===== src/rtl/i2s_rx.sv =====
// i2s_rx: I2S slave receiver. Oversamples the codec's SCLK/LRCLK/SDOUT with
// the system clock, deserializes MSB-first slots with the standard one-bit
// I2S delay, pairs left/right words once frame alignment is acquired and
// hands the pairs to fabric logic through a first-word-fallthrough FIFO.
`timescale 1ns/1ps

module i2s_rx #(
    parameter int DATA_W     = 24,
    parameter int FIFO_DEPTH = 4
) (
    input  logic                          Clk,
    input  logic                          Reset,
    input  logic                          SCLK,
    input  logic                          LRCLK,
    input  logic                          SDOUT,
    input  logic                          Sample_Ready,
    output logic                          Sample_Valid,
    output logic [DATA_W-1:0]             Left_Out,
    output logic [DATA_W-1:0]             Right_Out,
    output logic [$clog2(FIFO_DEPTH):0]   Fifo_Level,
    output logic                          Overflow,
    output logic                          Synced
);

    localparam int PTR_W  = $clog2(FIFO_DEPTH);
    localparam int LVL_W  = PTR_W + 1;
    localparam int IDX_W  = $clog2(DATA_W);
    localparam int CNT_W  = 6;
    localparam int PAIR_W = 2 * DATA_W;

    localparam logic [CNT_W-1:0] CNT_MAX  = CNT_W'(32);
    localparam logic [CNT_W-1:0] CNT_KEEP = CNT_W'(DATA_W);
    localparam logic [LVL_W-1:0] LVL_FULL = LVL_W'(FIFO_DEPTH);

    // Input conditioning
    logic r_sclk_meta, r_sclk_sync, r_sclk_dly;
    logic r_lr_meta, r_lr_sync;
    logic r_sd_meta, r_sd_sync;

    // Deserializer state
    logic [DATA_W-1:0] r_shift;
    logic [CNT_W-1:0]  r_bit_cnt;
    logic              r_lr_prev;
    logic              r_synced;
    logic [DATA_W-1:0] r_left_hold;
    logic              r_left_ok;
    logic              r_push;
    logic [PAIR_W-1:0] r_push_pair;

    // FIFO state
    logic [PAIR_W-1:0] r_mem [FIFO_DEPTH];
    logic [PTR_W-1:0]  r_wr_ptr;
    logic [PTR_W-1:0]  r_rd_ptr;
    logic [LVL_W-1:0]  r_level;
    logic              r_overflow;

    logic              w_bit_evt;
    logic              w_lr_change;
    logic [IDX_W-1:0]  w_idx;
    logic [DATA_W-1:0] w_word;
    logic              w_full;
    logic              w_pop;
    logic              w_wr;
    logic              w_drop;

    // Two-flop synchronizers on all three I2S inputs, plus a third SCLK stage for edge detection
    always_ff @(posedge Clk) begin
        // NOTE: sequential state uses non-blocking assignments so every flop samples pre-edge values.
        if (Reset) begin
            r_sclk_meta <= 1'b0;
            r_sclk_sync <= 1'b0;
            r_sclk_dly  <= 1'b0;
            r_lr_meta   <= 1'b0;
            r_lr_sync   <= 1'b0;
            r_sd_meta   <= 1'b0;
            r_sd_sync   <= 1'b0;
        end else begin
            r_sclk_meta <= SCLK;
            r_sclk_sync <= r_sclk_meta;
            r_sclk_dly  <= r_sclk_sync;
            r_lr_meta   <= LRCLK;
            r_lr_sync   <= r_lr_meta;
            r_sd_meta   <= SDOUT;
            r_sd_sync   <= r_sd_meta;
        end
    end

    // LRCLK and SDOUT share the SCLK synchronizer depth, so they are sampled on the rising-edge cycle
    assign w_bit_evt   = r_sclk_sync & ~r_sclk_dly;
    assign w_lr_change = r_lr_sync != r_lr_prev;

    // Current shift word with this event's bit inserted; bits past DATA_W are dropped
    always_comb begin
        // NOTE: defaults first so no path leaves w_word/w_idx unassigned and no latch is inferred.
        w_word = r_shift;
        w_idx  = IDX_W'(DATA_W - 1) - IDX_W'(r_bit_cnt);
        if (r_bit_cnt < CNT_KEEP) begin
            w_word[w_idx] = r_sd_sync;
        end
    end

    // Slot framing, frame alignment and left/right pairing; a finished pair becomes a one-cycle push request
    always_ff @(posedge Clk) begin
        if (Reset) begin
            r_shift     <= '0;
            r_bit_cnt   <= '0;
            r_lr_prev   <= 1'b0;
            r_synced    <= 1'b0;
            r_left_hold <= '0;
            r_left_ok   <= 1'b0;
            r_push      <= 1'b0;
            r_push_pair <= '0;
        end else begin
            r_push <= 1'b0;
            if (w_bit_evt) begin
                if (!w_lr_change) begin
                    r_shift <= w_word;
                    if (r_bit_cnt != CNT_MAX) begin
                        r_bit_cnt <= r_bit_cnt + CNT_W'(1);
                    end
                end else begin
                    // LRCLK moved: this bit is the LSB slot of the slot named by r_lr_prev
                    r_shift   <= '0;
                    r_bit_cnt <= '0;
                    r_lr_prev <= r_lr_sync;
                    if (!r_synced) begin
                        // Only a right->left boundary marks a frame start
                        if (r_lr_prev) begin
                            r_synced <= 1'b1;
                        end
                    end else if (!r_lr_prev) begin
                        r_left_hold <= w_word;
                        r_left_ok   <= 1'b1;
                    end else if (r_left_ok) begin
                        r_push      <= 1'b1;
                        r_push_pair <= {r_left_hold, w_word};
                        r_left_ok   <= 1'b0;
                    end
                end
            end
        end
    end

    // A full FIFO still accepts a push when the head is popped in the same cycle
    assign w_full = r_level == LVL_FULL;
    assign w_pop  = (r_level != '0) & Sample_Ready;
    assign w_wr   = r_push & (~w_full | w_pop);
    assign w_drop = r_push & w_full & ~w_pop;

    // FIFO storage; cleared on reset so the head reads zero before the first push
    always_ff @(posedge Clk) begin
        if (Reset) begin
            // NOTE: this memory is reset on purpose; Left_Out/Right_Out must read 0 until the first push.
            for (int i = 0; i < FIFO_DEPTH; i++) begin
                r_mem[i] <= '0;
            end
        end else if (w_wr) begin
            r_mem[r_wr_ptr] <= r_push_pair;
        end
    end

    // FIFO pointers, occupancy count and sticky overflow flag
    always_ff @(posedge Clk) begin
        if (Reset) begin
            r_wr_ptr   <= '0;
            r_rd_ptr   <= '0;
            r_level    <= '0;
            r_overflow <= 1'b0;
        end else begin
            if (w_wr) begin
                r_wr_ptr <= r_wr_ptr + PTR_W'(1);
            end
            if (w_pop) begin
                r_rd_ptr <= r_rd_ptr + PTR_W'(1);
            end
            case ({w_wr, w_pop})
                2'b10:   r_level <= r_level + LVL_W'(1);
                2'b01:   r_level <= r_level - LVL_W'(1);
                default: r_level <= r_level;
            endcase
            if (w_drop) begin
                r_overflow <= 1'b1;
            end
        end
    end

    assign Sample_Valid = r_level != '0;
    assign Left_Out     = r_mem[r_rd_ptr][PAIR_W-1 -: DATA_W];
    assign Right_Out    = r_mem[r_rd_ptr][DATA_W-1:0];
    assign Fifo_Level   = r_level;
    assign Overflow     = r_overflow;
    assign Synced       = r_synced;

endmodule


===== config.mk =====
export PLATFORM = sky130hd
export DESIGN_NAME = i2s_rx
export DESIGN_NICKNAME = d
export VERILOG_FILES = /design/src/rtl/i2s_rx.sv
export SDC_FILE = /design/constraint.sdc
export NUM_CORES = 1
export LEC_CHECK = 0
export ABC_CLOCK_PERIOD_IN_PS = 4500
export CORE_MARGIN = 4
export CORE_UTILIZATION = 63
export CTS_BUF_LIST = sky130_fd_sc_hd__clkbuf_8
export CTS_CLUSTER_SIZE = 28
export DETAILED_ROUTE_END_ITERATION = 8
export PLACE_DENSITY = 0.88
export SETUP_SLACK_MARGIN = 0.5
export SYNTH_ARGS = -nofsm -noshare
export SYNTH_HDL_FRONTEND = slang
export SYNTH_SLANG_ARGS = --single-unit

===== constraint.sdc =====
create_clock -name Clk -period 4.5 [get_ports Clk]
set_input_delay 0.9 -clock Clk [delete_from_list [all_inputs] [get_ports Clk]]
set_output_delay 0.9 -clock Clk [all_outputs]
set_load 0.01 [all_outputs]

==> Word level (Yosys, flattened, before mapping) <==
Memories as Yosys holds them, arrays and structs flattened. A register that Yosys moved wholly into a read port is not among the register bits.
Cells that the tools add are included.
{ "totals": {"ramBits": 192, "register_bits": 121, "mem_count": 1} }
{ "classes": {"add_sub_neg": 6, "n_bitwise": 13, "n_eq_ne": 5, "n_reduce_logical": 11, "n_mux": 22, "magnitude_cmp": 3} }
{ "mem_list": {"columns": ["name", "words", "width", "read_ports", "rd_ports_with_merged_regs", "write_ports", "line", "rtl"], "rows": [
  ["r_mem", 4, 48, 1, 1, 4, "51", "logic [PAIR_W-1:0] r_mem [FIFO_DEPTH];"]
]} }
{ "ops": {"columns": ["operator", "n"], "rows": [
  ["$mux W24", 2],
  ["$mux W48", 1],
  ["$reduce_or A48 Y1", 1],
  ["$bwmux W24", 1],
  ["$mux W6", 2],
  ["$mux W1", 11],
  ["$not A1 Y1", 7],
  ["$add A6 B1 Y6 const B", 1],
  ["$lt A5 B6 Y1 const B", 1],
  ["$lt A6 B5 Y1 const B", 1],
  ["$mux W2", 3],
  ["$ne A6 B6 Y1 const B", 1],
  ["$pmux W3 S2", 1],
  ["$and A1 B1 Y1", 5],
  ["$demux W1 S5", 1],
  ["$ge A5 B1 Y1 const B", 1],
  ["$reduce_and A5 Y1", 1],
  ["$reduce_or A5 Y1", 1],
  ["$sub A5 B5 Y5 const A", 1],
  ["$add A2 B1 Y2 const B", 2],
  ["$reduce_and A2 Y1", 2],
  ["$reduce_and A4 Y1", 1],
  ["$reduce_bool A2 Y1", 2],
  ["$add A3 B1 Y3 const B", 1],
  ["other kinds (9)", 9]
]} }

==> Logic depth before layout (Yosys ltp) <==
Gate-level depths: netlist of run 1.
{ "logic_depth": {"ltp_word": 9, "mapped_depth": 8, "ltp_nobuf": 8} }

==> Worst setup path before layout of run 1 <==
No wires, ideal clock.
{ "synth_timing": {"path_type": "input-to-reg", "from": "input port Sample_Ready", "to": "memory r_mem[1][0] (netlist bit) (enable)", "arrival_ns": 3.374, "setup_slack_ns": 0.663, "stages": 3, "n_path_buf": 0, "cell_sequence": "or4b_4 nand3_1 o21bai_1"} }
{ "synth_rtl": {"columns": ["element", "line", "rtl"], "rows": [
  ["from (decl)", "16", "input logic Sample_Ready,"],
  ["to (decl)", "51", null]
]} }

==> results.json, run 1 <==
{
  "status": "finished, final reports clean",
  "slew-limit-headroom_pct": 19.55,
  "period_share_pct": 81.43,
  "ys_types": 58,
  "synth-edff-count": 192,
  "vdd_ir_drop_max_uv": 298.9,
  "synth_seq_cells": 315,
  "antenna_found_initial": 0,
  "path_max_fanout": 48,
  "drt_iter0_drc": 1237,
  "die_w_um": 153.7,
  "gp_congestion": 0.9547,
  "fmax_ghz": 0.2729,
  "clk_latency_ns": 0.56,
  "synthFlopType": "edfxtp_1",
  "final_nets": 1098,
  "cts.clk_slew.worst_paths_ns": 0.06,
  "synthesis.nets": 1060,
  "clockBufferDepth": 3,
  "timing.max_cap.violations": 0,
  "multi_input_area_um2": 4791,
  "fin_skew_ns": 0.02433,
  "final_util_pct": 71.58,
  "power_density_nw_per_um2": 363.9,
  "grt_pass1_wl_um": 48390,
  "worst_slack_ns": 0.8357,
  "drc": 0,
  "die_area_um2": 23640,
  "crit_arrival_ns": 2.76,
  "worstSetupPathType": "flip-flop to output port",
  "finalSetupViolations": 0,
  "layout-drive-gt1-share_pct": 13.87,
  "areaGrowthSynthToFinish_pct": 12.10,
  "core_um2": 20960,
  "avgSynthCellArea_um2": 12.77,
  "hold_path.class": "flip-flop to flip-flop",
  "cp_data_required_time_ns": 3.60,
  "diodes": 0,
  "num-fill-cells": 1372,
  "grt_pass1_vias": 9010,
  "drtAntennaViolNets": 0,
  "initial_core_util_pct": 63.86,
  "synthesis.area_um2": 13380,
  "viasPerCell": 6.405,
  "grt.overflow.total": 0,
  "final_cell_mix": "edfxtp_1 (192), and2_1 (183), dfxtp_1 (121)",
  "hpwlAfterDp_um": 17760,
  "maxSlewViolCount": 0,
  "hold_violations": 0,
  "final_common_cell": "edfxtp_1",
  "synthArstFlopShare_pct": 0,
  "tightest_slew_ns": 1.206,
  "die_h_um": 153.7,
  "yosysSeqAreaShare_pct": 61.49,
  "seq_area_um2": 8233,
  "numPortBuffers": 59,
  "yosysWarnings": 0,
  "grtUsageTotal_pct": 25.73,
  "endpoint_kind": "output port",
  "postCtsHoldBufs": 0,
  "cts_resized": 0,
  "fin_setup_tns_ns": 0,
  "avgRoutedWirePerCell_um": 21.70,
  "cts_tree": "built",
  "dr.pass1.iters": 5,
  "vias": 8967,
  "cts_setup_buffers": 0,
  "startpoint_type": "flip-flop",
  "io_pins": 60,
  "num_rows": 53,
  "clkSinkCount": 315,
  "fin_area_um2": 15000,
  "wirelength_um": 30380,
  "leakage_nw": 5.048,
  "htree_levels": 2,
  "holdWs_ns": 0.4375,
  "period_minus_slack_ns": 3.664,
  "grt_max_degree": 55,
  "placed_area_um2": 14110,
  "cts_root_buf": "clkbuf_8",
  "numCtsBuffers": 48,
  "place_ws_ns": 1.083,
  "syn_inst": 1048,
  "rsz0062_at_grt": "no"
}
## cell type report
type	instances	share of cell area (%)
sequential	315	54.88
multi-input combinational	635	31.94
clock buffer	54	4.955
timing repair buffer	74	4.671
tap	275	2.294
clock inverter	35	0.9592
inverter	12	0.3003
## metrics by stage
stage | instances | total power, mW
floorplan | 1048 | 3.279
global placement | 1311 | 3.345
detailed placement | 1311 | 3.352
CTS | 1400 | 5.476
global route | 1400 | 5.623
finish | 1400 | 5.459
## cell usage after synthesis, drive strengths merged (3+ instances only)
cell     number  share of area [%]
nand2b        3               0.14
nor2b        12               0.56
nand4bb       3               0.25
buf          25               0.98
clkbuf       61                1.7
nor4b         5               0.49
edfxtp      192                 43
inv          11               0.31
nor2         13               0.36
o21ai        79                3.0
and2        199                9.5
ha            5               0.47
o22ai        24                1.1
or4b          4               0.33
nor3          3               0.11
xor2          3               0.20
dfxtp       123                 18
nand2        33               0.93
nand3b        4               0.22
a311oi       48                3.1
a21oi        81                3.0
mux4         48                8.1
or3           7               0.34
nand3        33                1.2
o21bai        3               0.20
and4bb        3               0.28
## cells by family (layout without fill, tap and decap cells)
| group | count (synthesis) | after routing | share of synthesized area (%) |
|---|---|---|---|
| AO/OA/AOI/OAI | 243 | 243 | 10.94 |
| buffers and inverters | 98 | 175 | 3.057 |
| multiplexers | 48 | 48 | 8.079 |
| flip-flops | 315 | 315 | 61.49 |
| XOR/XNOR | 5 | 5 | 0.3273 |
| adder cells (fa/ha/maj) | 6 | 6 | 0.6171 |
| AND/OR/NAND/NOR | 333 | 333 | 15.49 |
## worst paths after layout
check        slack [ns]  cells past startpoint          start       endpoint
min                0.44                      1    r_sclk_meta    r_sclk_sync
max reg2reg        2.00                      8  Fifo_Level[2]  Fifo_Level[2]
max                0.84                      2      flip-flop  Right_Out[17]
min reg2reg        0.44                      1    r_sclk_meta    r_sclk_sync
## where the power goes
part	switching, mW	total [mW]	internal [mW]
Combinational	0.0951	0.156	0.0613
Sequential	0.0203	3.13	3.11
Clock	1.07	2.17	1.10
## flip-flops by register name (all words and copies together) (netlist names), 2 cells and up, named ones only
register and count:
r_shift 24, r_wr_ptr 2, r_bit_cnt 6, r_rd_ptr 2, r_left_hold 24, Fifo_Level 3
r_mem 192, r_push_pair 48
## worst max-delay path, cell delays in order (launching register included)
cell and delay, ns:
dfxtp_4 1.01, mux4_2 0.64, clkdlybuf4s50_1 0.50
## routing by layer
layer / vias up / track usage [%] / wire [um]
li1: 4010 / - / -
met1: 4345 / 33.46 / 11240
met2: 495 / 42.89 / 15260
met3: 117 / 4.334 / 2594
met4: 0 / 11.73 / 1287
met5: - / 0 / 0
No activity file was read; power rests on OpenSTA's default activity.
==> inputs of run 2 (changes only) <==
ABC_CLOCK_PERIOD_IN_PS = 3100   (was 4500)
CORE_UTILIZATION = 57   (was 63)
PLACE_DENSITY = 0.84   (was 0.88)
clock period = 3.1 ns   (was 4.5 ns; I/O delays follow)
==> run 2 against run 1 <==
First-iteration DRC count is 18% lower. Critical path depth is 2 higher. Global-route usage is 2.0 points lower. Sequential power is 45% higher. Via count hardly changed. Clock power is 59% higher. Worst hold slack worse by 0.021 ns. Clock skew is 0.00064 ns lower. Non-clock buffer count is 22 higher. Final cell count is 4.5% higher. Register-to-register slack worse by 1.3 ns. Highest routed layer unchanged.
==> results.json, run 2 (synthesized netlist as in run 1, its figures left out) <==
{
  "clk_latency_ns": 0.57,
  "die_h_um": 161.2,
  "power_density_nw_per_um2": 532.3,
  "status": "finished, final reports clean",
  "fin_area_um2": 15430,
  "largest_reg_flops": 192,
  "grt.overflow.total": 0,
  "final_nets": 1121,
  "grtUsageTotal_pct": 23.76,
  "grt_pass1_vias": 8976,
  "hold_path.class": "input port to flip-flop",
  "crit-reg2reg-capture": "Fifo_Level[2]",
  "dr.pass1.iters": 8,
  "cts_root_buf": "clkbuf_8",
  "final_common_cell": "edfxtp_1",
  "gp_congestion": 0.9941,
  "endpoint": "Right_Out[13]",
  "endpoint_kind": "output port",
  "cts_tree": "built",
  "leakage_nw": 5.329,
  "top_register": "r_mem",
  "avgRoutedWirePerCell_um": 20.93,
  "slew-limit-headroom_pct": 21.58,
  "layout-drive-gt1-share_pct": 20.35,
  "clkSinkCount": 315,
  "crit_buf_inv": 3,
  "fin_skew_ns": 0.02369,
  "worst-path-stages": 4,
  "vias": 8970,
  "core_um2": 22850,
  "grt_pass1_wl_um": 49000,
  "path_max_fanout": 5,
  "drtAntennaViolNets": 0,
  "htree_levels": 2,
  "period_share_pct": 85.25,
  "finalSetupViolations": 0,
  "die_area_um2": 25990,
  "crit_path_cell_trace": "buf_12 -> bufbuf_16 -> mux4_2 -> buf_6",
  "tightest_slew_ns": 1.176,
  "num-fill-cells": 1593,
  "holdPathStages": 2,
  "period_minus_slack_ns": 2.643,
  "initial_core_util_pct": 58.57,
  "startpoint_type": "flip-flop",
  "reg2reg_depth": 8,
  "grt_max_degree": 50,
  "place_inst": 1360,
  "clockBufferDepth": 3,
  "timing.max_cap.violations": 0,
  "critical-path-slowest-cell": "mux4_2",
  "fmax_ghz": 0.3784,
  "diodes": 0,
  "placed_area_um2": 14310,
  "worstSetupPathType": "flip-flop to output port",
  "cp_data_required_time_ns": 2.48,
  "drt_iter0_drc": 1014,
  "fin_setup_tns_ns": 0,
  "vdd_ir_drop_max_uv": 284.8,
  "rsz0062_at_grt": "yes",
  "viasPerCell": 6.131,
  "postCtsHoldBufs": 0,
  "slowest_delay_ns": 0.52,
  "final_cell_mix": "edfxtp_1 (192), and2_1 (183), dfxtp_1 (119)",
  "num_rows": 55,
  "r2r_start": "Fifo_Level[1]",
  "numPortBuffers": 59,
  "crit_arrival_ns": 2.02,
  "cts.clk_slew.worst_paths_ns": 0.06,
  "antenna_found_initial": 0,
  "hpwlAfterDp_um": 17390,
  "cpLargestDelayFamily": "buffers and inverters",
  "numCtsBuffers": 49,
  "wirelength_um": 30620,
  "hold_violations": 0,
  "drc": 0,
  "areaGrowthSynthToFinish_pct": 15.32,
  "maxSlewViolCount": 0,
  "ff2ff_setup_slack_ns": 0.71,
  "reg.largest.list": "r_mem x192, r_push_pair x48",
  "die_w_um": 161.2,
  "stdcell_count": 1463,
  "io_pins": 60
}
[run 2: cell types whose count changed in the layout (fill, tap and decap cells not counted), moves of 3 or more]
cell	change
buf_12	+6
buf_16	+6
buf_2	+27
buf_4	+7
buf_6	+21
clkbuf_8	+3
clkdlybuf4s50_1	-48
inv_1	-5
[run 2: final cells by class]
type / count / area [um^2] / area share, %
repair buffers: 96 / 982.2 / 6.365
flip-flops and latches: 315 / 8235 / 53.37
inverters: 12 / 45.04 / 0.2919
clock inverters: 35 / 201.4 / 1.305
clock buffers: 57 / 784.5 / 5.084
multi-input cells: 635 / 4791 / 31.05
well taps: 313 / 391.6 / 2.538
[run 2: worst min-delay path by stage]
stage                startpoint  slack [ns]             to
floorplan             r_lr_meta        0.41      r_lr_sync
global placement    r_sclk_meta        0.42    r_sclk_sync
detailed placement  r_sclk_meta        0.43    r_sclk_sync
CTS                       Reset        0.40       Overflow
global route              Reset        0.42  Fifo_Level[0]
finish                    Reset        0.42       Overflow
[run 2: what timing repair did]
| action | CTS | global route |
|---|---|---|
| setup endpoints to repair | 48 | 29 |
| buffers inserted | 5 | 0 |
| cloned | 6 | 0 |
| resized for setup | 211 | 11 |
[run 2: power breakdown]
part	internal [mW]	switching (mW)	leakage, nW
clock	1.85	1.59	0.573
sequential	4.52	0.0292	2.98
combinational	0.0850	0.140	1.78
[run 2: layer usage]
layer	wire, um	global-route usage [%]
met4	1018	9.073
met1	12010	31.03
met3	1971	3.879
met2	15620	40.35
met5	0	0
[run 2: worst register-to-register path, delay by kind of cell (launching register included)]
kind                     cells  cell delay (ns)
flip-flops                   1             0.40
AO/OA/AOI/OAI                1             0.13
AND/OR/NAND/NOR              3             0.99
adder cells (fa/ha/maj)      2             0.57
XOR/XNOR                     1             0.16
buffers and inverters        1             0.07
[run 2: stage by stage]
stage          hold slack, ns  util [%]  power (mW)  setup slack (ns)
3_3_place_gp           0.4180     62.62       4.864            0.1473
4_1_cts                0.3988     67.33       8.251            0.4242
2_1_floorplan          0.4138         -       4.757            0.5543
6_report               0.4161     67.54       8.213            0.4574
5_1_grt                0.4170     67.54       8.487            0.4077
3_5_place_dp           0.4306     62.62       4.874            0.1101
